$ cat src/rtl/spi_loader_pkg.sv
// Shared types and constants for the SPI boot loader: FSM states, default sync marker, word width.
package spi_loader_pkg;

    typedef enum logic [2:0] {
        S_IDLE,
        S_LEN_HI,
        S_LEN_LO,
        S_DATA,
        S_CSUM,
        S_FINISH,
        S_ERR
    } state_t;

    localparam logic [7:0] SYNC_BYTE_DFLT = 8'hA5;
    localparam int         WORD_W         = 32;

endpackage

$ cat src/rtl/loader_word_asm.sv
// Big-endian byte-to-word assembler: shifts bytes in and emits a registered one-cycle
// word-ready pulse together with the finished word on the cycle after the 4th byte.
module loader_word_asm
    import spi_loader_pkg::*;
(
    input  logic              clk,
    input  logic              rst_n,
    input  logic              clr,
    input  logic              byte_vld,
    input  logic [7:0]        byte_in,
    output logic [WORD_W-1:0] word,
    output logic              word_rdy
);

    logic [WORD_W-9:0] shreg;
    logic [1:0]        cnt;

    always_ff @(posedge clk or negedge rst_n) begin
        if (!rst_n) begin
            shreg    <= '0;
            cnt      <= '0;
            word     <= '0;
            word_rdy <= 1'b0;
        end else begin
            word_rdy <= 1'b0;
            if (clr) begin
                cnt <= '0;
            end else if (byte_vld) begin
                cnt <= cnt + 2'd1;
                // Word output only changes on completion so write data stays stable between writes.
                if (cnt == 2'd3) begin
                    word     <= {shreg, byte_in};
                    word_rdy <= 1'b1;
                end else begin
                    shreg <= {shreg[WORD_W-17:0], byte_in};
                end
            end
        end
    end

endmodule

$ cat src/rtl/spi_prog_loader.sv
// Boot-frame loader: parses SYNC/LEN/data bytes from the SPI receiver into instruction memory
// and holds the core in reset while loading. Define LOADER_CSUM_EN to require a sum trailer byte.
module spi_prog_loader
    import spi_loader_pkg::*;
#(
    parameter int         ADDR_W    = 10,
    parameter int         BASE_ADDR = 0,
    parameter logic [7:0] SYNC_BYTE = SYNC_BYTE_DFLT,
    parameter bit         BOOT_RUN  = 1'b0
) (
    input  logic              i_clk,
    input  logic              i_rst_n,
    input  logic [7:0]        i_byte,
    input  logic              i_byte_stb,
    output logic              o_mem_we,
    output logic [ADDR_W-1:0] o_mem_addr,
    output logic [WORD_W-1:0] o_mem_wdata,
    output logic              o_cpu_rst_n,
    output logic              o_busy,
    output logic              o_err
);

    localparam logic [16:0]       CAPACITY = 17'(1) << ADDR_W;
    localparam logic [ADDR_W-1:0] BASE     = ADDR_W'(BASE_ADDR);

    state_t      state;
    logic        stb_d;
    logic        pend_vld;
    logic [7:0]  pend_byte;
    logic        byte_vld;
    logic [7:0]  byte_val;
    logic [7:0]  len_hi;
    logic [15:0] len;
    logic [15:0] wcnt;
    logic        sync_hit;
    logic        asm_vld;

    // A byte landing in the FINISH cycle is parked and replayed in IDLE one cycle later.
    always_ff @(posedge i_clk or negedge i_rst_n) begin
        if (!i_rst_n) begin
            stb_d     <= 1'b0;
            pend_vld  <= 1'b0;
            pend_byte <= '0;
        end else begin
            stb_d    <= i_byte_stb;
            pend_vld <= stb_d && (state == S_FINISH);
            if (stb_d)
                pend_byte <= i_byte;
        end
    end

    assign byte_vld = (stb_d && (state != S_FINISH)) || pend_vld;
    assign byte_val = pend_vld ? pend_byte : i_byte;
    assign len      = {len_hi, byte_val};
    assign sync_hit = byte_vld && (byte_val == SYNC_BYTE) && (state == S_IDLE || state == S_ERR);
    assign asm_vld  = byte_vld && (state == S_DATA);

    loader_word_asm u_word_asm (
        .clk      (i_clk),
        .rst_n    (i_rst_n),
        .clr      (sync_hit),
        .byte_vld (asm_vld),
        .byte_in  (byte_val),
        .word     (o_mem_wdata),
        .word_rdy (o_mem_we)
    );

`ifdef LOADER_CSUM_EN
    logic [7:0] csum;

    always_ff @(posedge i_clk or negedge i_rst_n) begin
        if (!i_rst_n)
            csum <= '0;
        else if (sync_hit)
            csum <= '0;
        else if (asm_vld)
            csum <= csum + byte_val;
    end
`endif

    always_ff @(posedge i_clk or negedge i_rst_n) begin
        if (!i_rst_n) begin
            state       <= S_IDLE;
            len_hi      <= '0;
            wcnt        <= '0;
            o_mem_addr  <= BASE;
            o_busy      <= 1'b0;
            o_err       <= 1'b0;
            o_cpu_rst_n <= BOOT_RUN;
        end else begin
            case (state)
                S_IDLE, S_ERR: begin
                    if (sync_hit) begin
                        state       <= S_LEN_HI;
                        o_busy      <= 1'b1;
                        o_cpu_rst_n <= 1'b0;
                        o_err       <= 1'b0;
                        o_mem_addr  <= BASE;
                    end
                end
                S_LEN_HI: begin
                    if (byte_vld) begin
                        len_hi <= byte_val;
                        state  <= S_LEN_LO;
                    end
                end
                S_LEN_LO: begin
                    if (byte_vld) begin
                        wcnt <= len;
                        if (len == 16'd0) begin
`ifdef LOADER_CSUM_EN
                            state <= S_CSUM;
`else
                            state       <= S_FINISH;
                            o_busy      <= 1'b0;
                            o_cpu_rst_n <= 1'b1;
`endif
                        end else if ({1'b0, len} > CAPACITY) begin
                            state  <= S_ERR;
                            o_err  <= 1'b1;
                            o_busy <= 1'b0;
                        end else begin
                            state <= S_DATA;
                        end
                    end
                end
                S_DATA: begin
                    // Bookkeeping runs in the write cycle, in parallel with any byte arriving then.
                    if (o_mem_we) begin
                        o_mem_addr <= o_mem_addr + ADDR_W'(1);
                        wcnt       <= wcnt - 16'd1;
                        if (wcnt == 16'd1) begin
`ifdef LOADER_CSUM_EN
                            state <= S_CSUM;
`else
                            state       <= S_FINISH;
                            o_busy      <= 1'b0;
                            o_cpu_rst_n <= 1'b1;
`endif
                        end
                    end
                end
`ifdef LOADER_CSUM_EN
                S_CSUM: begin
                    if (byte_vld) begin
                        if (byte_val == csum) begin
                            state       <= S_FINISH;
                            o_busy      <= 1'b0;
                            o_cpu_rst_n <= 1'b1;
                        end else begin
                            state  <= S_ERR;
                            o_err  <= 1'b1;
                            o_busy <= 1'b0;
                        end
                    end
                end
`endif
                S_FINISH: state <= S_IDLE;
                default:  state <= S_IDLE;
            endcase
        end
    end

endmodule

$ cat config.mk
export PLATFORM = sky130hd
export DESIGN_NAME = spi_prog_loader
export DESIGN_NICKNAME = d
export VERILOG_FILES = /design/src/rtl/spi_loader_pkg.sv /design/src/rtl/loader_word_asm.sv /design/src/rtl/spi_prog_loader.sv
export SDC_FILE = /design/constraint.sdc
export NUM_CORES = 1
export LEC_CHECK = 0
export ABC_CLOCK_PERIOD_IN_PS = 2050
export CORE_AREA = 2 2 123 89
export CTS_CLUSTER_DIAMETER = 40
export DETAILED_ROUTE_END_ITERATION = 10
export DIE_AREA = 0 0 125 91
export PLACE_DENSITY = 0.77
export SLEW_MARGIN = 10
export SYNTH_ARGS = -nofsm -noshare
export SYNTH_HDL_FRONTEND = slang
export SYNTH_SLANG_ARGS = --single-unit
export TNS_END_PERCENT = 1
$ cat constraint.sdc
create_clock -name i_clk -period 2.05 [get_ports i_clk]
set_clock_uncertainty 0.2 [all_clocks]
set_input_delay 0.41 -clock i_clk [delete_from_list [all_inputs] [get_ports i_clk]]
set_output_delay 0.41 -clock i_clk [all_outputs]
set_load 0.01 [all_outputs]
==> results.py <==
metrics = {
    "outcome": {
        "status": "complete, but fails checks",
        "violations": "negative setup slack",
    },
    "grt": {
        "grt_max_degree": 43,
        "antenna_found_initial": 0,
        "grt_overflow": 0,
        "first_global_vias": 3812,
        "grt_first_pass_wirelength_mm": 19.4,
        "grt_util_all_layers_pct": 21.4,
    },
    "critical_path": {
        "cpPeakStageDelay_ps": 540,
        "endpoint": "o_busy",
        "crit_arrival_ps": 2300,
        "r2r_start": "wcnt[9]",
        "crit_chain": "or4_4 > or4_4 > nor3_4 > o22ai_2 > o22a_1",
        "startpoint_type": "flip-flop",
        "crit_slowest_cell": "or4_4",
        "rr_worst_depth": 5,
        "worst-path-max-fanout": 5,
        "rrSetupSlack_ps": -220,
        "criticalPathCategory": "reg -> reg",
        "r2r_end": "o_busy",
        "path_common_cell": "or4_4",
        "startpoint": "wcnt[9]",
        "cp-end-kind": "flip-flop",
        "crit_required_ps": 2090,
    },
    "timing": {
        "hold_viol_final": 0,
        "tightest_slew_ps": 519,
        "fin_ws_ps": -218,
        "slew_headroom_pct": 64.4,
        "rsz0062_at_grt": "yes",
        "min_period_over_period_pct": 111,
        "max_freq_mhz": 441,
        "finalSetupViolations": 31,
        "finalCriticalPeriod_ps": 2270,
        "slew_violations": 0,
    },
    "routing": {
        "drt-total-wl_mm": 11.8,
        "ant_nets": 0,
        "drtIter0Drc": 315,
        "drt-wirelength-per-cell_um": 17.0,
        "num_vias": 3923,
        "drc": 0,
        "dr.pass1.iters": 5,
        "vias_per_cell": 5.64,
    },
    "floorplan": {
        "start_util_pct": 48.8,
        "dieArea_sq_um": 11400,
        "rows": 31,
        "io_pins": 57,
        "core_area_sq_um": 10200,
        "die_width_um": 125,
        "die_height_um": 91,
    },
    "placement": {
        "place_inst": 680,
        "postPlaceCellArea_sq_um": 6110,
        "place_congestion": 0.894,
        "port-buffer-count": 56,
        "place.detailed.hpwl_mm": 8.29,
    },
    "min_path": {
        "hp-class": "in -> async",
    },
    "clock_tree": {
        "ctsHtreeMaxLevel": 3,
        "tritoncts": "done",
        "clock_latency_ps": 350,
        "numCtsBuffers": 9,
        "cts_root_buffer": "clkbuf_16",
        "path_clk_slew_ps": 70,
        "cts_buffer_depth": 2,
        "cts_sinks": 109,
    },
    "logic_synthesis": {
        "ys_warn_count": 0,
        "synth_area_per_cell_sq_um": 11.0,
        "synthArstFlopShare_pct": 100,
        "synthCells": 452,
        "ys.flop_type": "dfrtp_1",
        "seq_area_frac_synth_pct": 55.0,
        "syn_nets": 467,
        "synth-seq-cells": 109,
        "synth_edf_count": 0,
        "netlist_area_sq_um": 4960,
        "synth_cell_types": 56,
    },
    "final_layout": {
        "stdcell_area_sq_um": 6600,
        "postLayoutCoreUtil_pct": 64.9,
        "nets": 575,
        "fill_cells": 758,
        "fin_cells": 696,
        "diodes": 0,
        "synthToLayoutAreaGrowth_pct": 33.0,
        "drive_gt1_share_pct": 28.4,
    },
    "pwr": {
        "powerDensity_nw_per_um2": 1270,
        "total_power_uw": 8360,
        "p_leak_uw": 0.00298,
        "vdd_drop_max_v": 0.000730,
    },
    "flow_run": {
        "drv_cap": 0,
    },
}
[power by group]
group          internal (uW)  switching, uW  leakage, uW
Clock                    980            807     0.000149
Combinational           1670           1330      0.00152
Sequential              2920            653      0.00130
Total                   5570           2790      0.00298
[synth_stat cells (2+ instances only)]
master       n  area share (%)
nor2_1      40             3.0
nand2b_1     4            0.50
or3_1        5            0.63
mux2_2      49              11
o2bb2ai_1    6             1.1
nor3b_1      3            0.45
a22oi_1      5            0.76
nor2b_1      2            0.25
a2111oi_0    2            0.35
a32oi_1      3            0.53
a21o_1       2            0.30
nor3_2       2            0.40
o21ai_0     42             4.2
o31ai_1      4            0.61
nand3_1      5            0.50
a32o_1       2            0.40
dfrtp_1    109              55
inv_1        8            0.61
o22a_1       3            0.53
nand2_1     40             3.0
or3b_2       2            0.35
xor2_1       5            0.88
buf_2        8            0.81
a21oi_1     20             2.0
nor3_1      11             1.1
a31oi_1      4            0.50
nor4_1       5            0.63
mux2i_1      7             1.4
nand4_1      5            0.63
o21a_1       2            0.30
clkbuf_1    14             1.1
ha_1         4             1.0
and3_1       3            0.38
o211ai_1     2            0.30
buf_1        2            0.15
or4_4        2            0.45
[worst min-delay path by stage]
stage,to,slack [ps],depth (start not counted)
2_1_floorplan,len_hi[0],-90,0
3_3_place_gp,u_word_asm.shreg[18],130,1
5_1_grt,stb_d,300,1
4_1_cts,stb_d,290,1
3_5_place_dp,u_word_asm.shreg[18],130,1
6_report,u_word_asm.shreg[18],290,2
[sequential cells by signal, indices dropped and copies added (netlist names)]
name	flops
u_word_asm.shreg	24
u_word_asm.cnt	2
pend_byte	8
stb_d	1
wcnt	16
u_word_asm.word_rdy	1
pend_vld	1
o_cpu_rst_n	1
o_err	1
o_busy	1
state	3
len_hi	8
o_mem_addr	10
u_word_asm.word	32
[stage by stage]
step	setup slack (ps)	setup TNS [ps]	hold WS, ps
after detailed placement	-536	-9460	129
final	-218	-1330	295
after global placement	-484	-8060	128
after global routing	-261	-3550	305
after CTS	-213	-2740	295
after floorplan	-99.0	-269	-85.6
[cell usage in the layout, fill, tap and decap left out, types with 4 or more instances in the layout]
master and instances:
a22oi_1 4, dfrtp_1 107, o31ai_1 4, buf_4 59, nor2_1 38, ha_1 4, nand4_1 5, xor2_1 5
mux2i_1 7, mux2_2 33, clkbuf_16 9, mux2_4 16, nor3_1 10, a21oi_1 20, clkdlybuf4s50_1 53, o21ai_0 40
nand3_1 5, a31oi_1 4, nand2_1 39, buf_12 4, inv_1 8, o2bb2ai_1 5
[worst max-delay path: cells and delay by family (launching register included)]
kind	cells	cell delay (ps)
and+or+nand+nor	3	1240
DFF	1	390
AOI/OAI and AO/OA	2	320
[area by class of cell]
cell class / instances / area (sq um) / area share [%]
Sequential cell: 109 / 2730 / 41.4
Timing Repair Buffer: 121 / 1110 / 16.8
Tap cell: 132 / 165 / 2.50
Clock buffer: 10 / 239 / 3.62
Clock inverter: 5 / 57.6 / 0.873
Inverter: 8 / 30.0 / 0.455
Multi-Input combinational cell: 311 / 2260 / 34.3
[kinds of logic after synthesis]
kind of cell | after synthesis | share of synthesized area [%]
AOI/OAI and AO/OA | 109 | 14.2
and+or+nand+nor | 137 | 13.8
muxes | 56 | 12.5
buffers and inverters | 32 | 2.62
DFF | 109 | 55.0
xor gates and xnor gates | 5 | 0.883
adders and majority gates | 4 | 1.01
[timing repair]
item                                    4_1_cts  5_1_grt
gates resized for setup                      13       36
endpoints found under the setup margin       68       75
setup buffers                                 0        0
hold buffers                                  1        0
endpoints found under the hold margin        19        0
pin swaps                                     8        2
[metal layers]
layer  GRT usage (%)  vias up  part of all wire, %
met5               0        -                    0
met4            5.74        0                  1.1
met3            5.13       14                  4.5
met2            31.5      123                   44
met1            31.7     1921                   50
li1                -     1865                    -
No activity file was read; power rests on OpenSTA's default activity.
